$ cat src/rtl/clk_div_scheduler.sv
// rtl/clk_div_scheduler.sv - fixed-priority arbiter sharing one rate divider, rate changes only at tick boundaries
// Optional feature: CLKSCHED_HOLD_MIN_EN holds a grant for MIN_TICKS boundaries before preemption.
module clk_div_scheduler #(
    parameter int n         = 32,
    parameter int MIN_TICKS = 4
) (
    input  logic         CLOCK,
    input  logic         RESET_N,
    input  logic [2:0]   REQ,
    input  logic [n-1:0] RATE0,
    input  logic [n-1:0] RATE1,
    input  logic [n-1:0] RATE2,
    input  logic [n-1:0] DIV_COUNTER,
    output logic [n-1:0] DIV_COMPARAND,
    output logic         DIV_ENABLE,
    output logic [2:0]   GRANT,
    output logic         BUSY
);
    typedef enum logic [1:0] {IDLE, RUN, SWITCH} state_t;

    localparam logic [n-1:0] MIN_RATE = n'(2);

    state_t       state, state_nx;
    logic [n-1:0] cmp_nx;
    logic         en_nx;
    logic [2:0]   grant_nx;
    logic         busy_nx;
    logic [2:0]   winner;
    logic [n-1:0] winner_rate;
    logic [n-1:0] winner_rate_clamped;
    logic         boundary;
    logic         owner_lost;
    logic         higher_req;
    logic         hold_done;
    logic         load;

    // Lowest set bit of REQ is the winner.
    assign winner              = REQ & (~REQ + 3'd1);
    assign winner_rate_clamped = (winner_rate < MIN_RATE) ? MIN_RATE : winner_rate;
    assign boundary            = DIV_ENABLE && (DIV_COUNTER == DIV_COMPARAND);
    assign owner_lost          = ((REQ & GRANT) == 3'b000);
    assign higher_req          = |(REQ & (GRANT - 3'd1));

    always_comb begin
        winner_rate = RATE2;
        if (winner[0])
            winner_rate = RATE0;
        else if (winner[1])
            winner_rate = RATE1;
    end

`ifdef CLKSCHED_HOLD_MIN_EN
    localparam int TW = $clog2(MIN_TICKS + 1);
    localparam logic [TW-1:0] TICK_MAX = TW'(MIN_TICKS);

    logic [TW-1:0] ticks, ticks_nx;

    assign hold_done = (ticks >= TICK_MAX);

    always_comb begin
        ticks_nx = ticks;
        if (load)
            ticks_nx = '0;
        else if (state == RUN && boundary && ticks < TICK_MAX)
            ticks_nx = ticks + 1'b1;
    end

    always_ff @(posedge CLOCK or negedge RESET_N) begin
        if (!RESET_N)
            ticks <= '0;
        else
            ticks <= ticks_nx;
    end
`else
    assign hold_done = 1'b1;
`endif

    always_comb begin
        state_nx = state;
        cmp_nx   = DIV_COMPARAND;
        en_nx    = DIV_ENABLE;
        grant_nx = GRANT;
        busy_nx  = BUSY;
        load     = 1'b0;
        case (state)
            IDLE: begin
                if (|REQ) begin
                    load     = 1'b1;
                    state_nx = RUN;
                end
            end
            RUN: begin
                if (owner_lost || (higher_req && hold_done)) begin
                    state_nx = SWITCH;
                    busy_nx  = 1'b1;
                end
            end
            SWITCH: begin
                // Only a boundary is safe: the divider reloads to 1 on this edge.
                if (boundary) begin
                    busy_nx = 1'b0;
                    if (REQ == 3'b000) begin
                        state_nx = IDLE;
                        cmp_nx   = '0;
                        en_nx    = 1'b0;
                        grant_nx = 3'b000;
                    end else begin
                        state_nx = RUN;
                        load     = (winner != GRANT);
                    end
                end
            end
            default: begin
                state_nx = IDLE;
                cmp_nx   = '0;
                en_nx    = 1'b0;
                grant_nx = 3'b000;
                busy_nx  = 1'b0;
            end
        endcase
        if (load) begin
            cmp_nx   = winner_rate_clamped;
            grant_nx = winner;
            en_nx    = 1'b1;
        end
    end

    always_ff @(posedge CLOCK or negedge RESET_N) begin
        if (!RESET_N) begin
            state         <= IDLE;
            DIV_COMPARAND <= '0;
            DIV_ENABLE    <= 1'b0;
            GRANT         <= 3'b000;
            BUSY          <= 1'b0;
        end else begin
            state         <= state_nx;
            DIV_COMPARAND <= cmp_nx;
            DIV_ENABLE    <= en_nx;
            GRANT         <= grant_nx;
            BUSY          <= busy_nx;
        end
    end
endmodule

$ cat config.mk
export PLATFORM = sky130hd
export DESIGN_NAME = clk_div_scheduler
export DESIGN_NICKNAME = d
export VERILOG_FILES = /design/src/rtl/clk_div_scheduler.sv
export SDC_FILE = /design/constraint.sdc
export NUM_CORES = 1
export LEC_CHECK = 0
export CAP_MARGIN = 20
export CORE_MARGIN = 2
export CORE_UTILIZATION = 55
export CTS_CLUSTER_SIZE = 12
export DETAILED_ROUTE_END_ITERATION = 7
export DONT_BUFFER_PORTS = 1
export PLACE_DENSITY_LB_ADDON = 0.2
export SLEW_MARGIN = 20
export SYNTH_ARGS = -nofsm -noshare
export SYNTH_HDL_FRONTEND = slang
export SYNTH_SLANG_ARGS = --single-unit
$ cat constraint.sdc
create_clock -name CLOCK -period 1.7 [get_ports CLOCK]
set_input_delay 0.17 -clock CLOCK [delete_from_list [all_inputs] [get_ports CLOCK]]
set_output_delay 0.17 -clock CLOCK [all_outputs]
set_load 0.005 [all_outputs]
==> results.yml <==
outcome:
  outcome: "finished, violations left"
  violations: "setup timing"
finish:
  num-fill-cells: 326
  area_delta_synth_final_pct: 35.9
  multiInputGateArea_um2: 1850
  diodes: 0
  drive_gt1_frac: 0.419
  ff_latch_area_um2: 976
  layout_commonest_cell: "buf_4"
  final_cell_mix: "buf_4 (54), dfrtp_1 (39), mux2_2 (32), mux2i_1 (32), xor2_1 (31)"
  fin_area_um2: 3730
  nNetsFinal: 448
route:
  drt_iter0_markers: 56
  routed_wl_mm: 8.57
  antenna_left: 0
  vias: 2328
  wl_per_cell_um: 22.5
  viasPerCell: 6.13
  dr.pass1.iters: 4
  drc: 0
die:
  floorplan.initialDensity: 0.577
  die_h_um: 74.7
  fp-row-count: 25
  die-width_um: 74.7
  num_io_pins: 170
  core_um2: 4750
  die-area_um2: 5570
clock_network:
  cts_root_buffer: "clkbuf_8"
  cts-htree-levels: 2
  path_clk_slew_ps: 80
  cts_tree: "yes"
  cts_buffers: 5
  clock_sinks: 39
  clock_path_buffers: 2
  insertion_delay_ps: 280
global_routing:
  globalRouteOverflowTotal: 0
  grt_pass1_wl_mm: 12.3
  antenna_found_initial: 0
  grt_start_max_net_pins: 41
  grt_pass1_vias: 2399
  grt_util_all_layers: 0.294
placed_design:
  placed_cell_area_um2: 3280
  port-buffer-count: 0
  gp_congestion: 0.804
  place_ws_ps: -449
  dp_hpwl_mm: 6.36
setup_path:
  start_kind: "flop"
  critical_path_depth: 9
  crit_buf_inv: 3
  ff2ff_path_depth: 9
  worstPathMaxFanout: 7
  worstSetupPathType: "reg2reg"
  slowest_stage: "dfrtp_1"
  critPathMaxStageDelay_ps: 410
  endpoint_kind: "flop"
  required_ps: 1870
  path_delay_family: "simple AND/OR/NAND/NOR gates"
  crit_chain: "xor2_1 -> nor4_2 -> nand3_1 -> nor3_4 -> buf_6 -> a221oi_4 -> buf_12 -> buf_12 -> o2bb2ai_1"
  cp.arrival_ps: 2320
  critPathMostFrequentCell: "buf_12"
worst_hold_path:
  hp-class: "in2reg"
  hold_depth: 1
power:
  p_int_w: 0.00372
  peakVddDrop_mv: 1.05
  power_density_nw_per_um2: 1620
  pwr-share-comb: 0.615
  p_sw_frac: 0.385
  clkPwrFrac: 0.103
  leakagePower_nw: 1.68
  finalPower_w: 0.00604
  seqPwrFrac: 0.282
  power.switching_w: 0.00233
timing:
  finalHoldViolCount: 0
  maxSlewViolCount: 0
  finalCriticalPeriod_ps: 2150
  fin_setup_tns_ps: -15500
  fin_crit_sh: 1.27
  finClkSkew_ps: 6.92
  rsz0062_at_grt: "yes"
  worst_pin_slew_ps: 596
  slew_headroom: 0.600
  hold_ws_ps: 16.4
  worst_slack_ps: -455
  fmax_ghz: 0.464
  finalSetupViolations: 39
synthesis:
  synthAdderAreaFrac: 0.0137
  syn_inst: 249
  yosysWarnings: 0
  synth.distinct_cells: 38
  synth_xor_area_frac: 0.102
  synth_top_family_by_area: "multiplexers"
  muxShareOfSynthArea: 0.248
  syn_nets: 385
  synth.ff_latch_count: 39
  post_synth.cell_area_avg_um2: 11.0
  synth_compound_area_frac: 0.166
  syn_area_um2: 2750
  yosysSeqAreaShare: 0.356
  synth_simple_gate_area_frac: 0.0802
flow_run:
  max_cap_viol_count: 0
## synthesized netlist by cell type
| library cell | count | share of area |
|---|---|---|
| nand2_1 | 1 | 0.0014 |
| o31ai_1 | 2 | 0.0055 |
| a21oi_1 | 4 | 0.0073 |
| dfrtp_1 | 39 | 0.36 |
| o2bb2ai_1 | 31 | 0.099 |
| nor3b_1 | 1 | 0.0027 |
| and2_1 | 1 | 0.0023 |
| mux2i_1 | 32 | 0.12 |
| a21oi_2 | 1 | 0.0032 |
| ha_1 | 3 | 0.014 |
| a221oi_4 | 1 | 0.0096 |
| a22o_1 | 2 | 0.0064 |
| nor2_1 | 4 | 0.0055 |
| nor3_1 | 4 | 0.0073 |
| mux2_2 | 32 | 0.13 |
| buf_4 | 3 | 0.0082 |
| inv_1 | 4 | 0.0055 |
| buf_1 | 2 | 0.0027 |
| a31oi_1 | 1 | 0.0023 |
| o21a_1 | 2 | 0.0055 |
| nor2b_1 | 2 | 0.0046 |
| a21o_1 | 1 | 0.0027 |
| a32o_1 | 2 | 0.0073 |
| o21ai_0 | 3 | 0.0055 |
| nor4_1 | 9 | 0.021 |
| nand3_1 | 5 | 0.0091 |
| nand3b_1 | 1 | 0.0027 |
| buf_2 | 6 | 0.011 |
| nand4_1 | 8 | 0.018 |
| xnor2_1 | 1 | 0.0032 |
| clkbuf_1 | 4 | 0.0055 |
| o32ai_1 | 1 | 0.0032 |
| a32oi_1 | 1 | 0.0032 |
| xor2_1 | 31 | 0.099 |
| inv_2 | 1 | 0.0014 |
| a211o_1 | 1 | 0.0032 |
| nor3_4 | 1 | 0.0059 |
| a21boi_0 | 1 | 0.0027 |
## stage by stage
stage,utilization,instances
2_1_floorplan,-,249
3_3_place_gp,0.689,360
3_5_place_dp,0.689,360
4_1_cts,0.751,377
5_1_grt,0.785,380
6_report,0.785,380
## worst reg2reg max path, cell delays in order (launching register included)
cell	delay, ps
dfrtp_1	410
xor2_1	180
nor4_2	330
nand3_1	200
nor3_4	260
buf_6	130
a221oi_4	90
buf_12	180
buf_12	140
o2bb2ai_1	130
## routing by layer
metal  up-vias  part of all wire  global-route usage
met3         8             0.071              0.0830
met2        96              0.52               0.519
met4         0             0.016              0.0694
met5         -                 0                   0
met1      1138              0.39               0.357
li1       1086                 -                   -
## flip-flops by register name, summed over array words and instances, names as in the netlist
register       cells
DIV_ENABLE         1
BUSY               1
state              2
DIV_COMPARAND     32
GRANT              3
## layout make-up
cell class / instances / share of cell area
clock buffer: 7 / 0.0205
clock inverter: 1 / 0.00134
inverter: 5 / 0.00503
multi-input combinational: 190 / 0.496
sequential: 39 / 0.262
tap: 67 / 0.0225
timing repair buffer: 71 / 0.193
## power by group through the flow
stage          clock network (W)  registers (W)  logic [W]
2_1_floorplan                  0        0.00174    0.00148
3_3_place_gp                   0        0.00169    0.00270
3_5_place_dp                   0        0.00170    0.00277
4_1_cts                 0.000618        0.00169    0.00338
5_1_grt                 0.000644        0.00174    0.00396
6_report                0.000622        0.00171    0.00372
## cell families after synthesis
group                    after synthesis
AO/OA/AOI/OAI                         54
flip-flops                            39
AND/OR/NAND/NOR                       37
XOR/XNOR                              32
adder cells (fa/ha/maj)                3
buffers and inverters                 20
multiplexers                          64
## final timing paths
check	from	to	slack [ps]
min in group asynchronous	RESET_N	state[0]	340
worst min-delay path	REQ[0]	GRANT[0]	20
worst min register to register	BUSY	BUSY	600
worst max-delay path	DIV_COMPARAND[7]	DIV_COMPARAND[27]	-450
max in group asynchronous	RESET_N	DIV_COMPARAND[30]	1160
worst max register to register	DIV_COMPARAND[7]	DIV_COMPARAND[27]	-450
## timing repair
item,4_1_cts,5_1_grt
hold endpoints to repair,39,0
setup buffers,5,2
pin swaps,12,8
hold buffers,2,0
gates cloned,2,2
gates resized for setup,14,16
setup endpoints to repair,39,39
No activity file was read; power rests on OpenSTA's default activity.
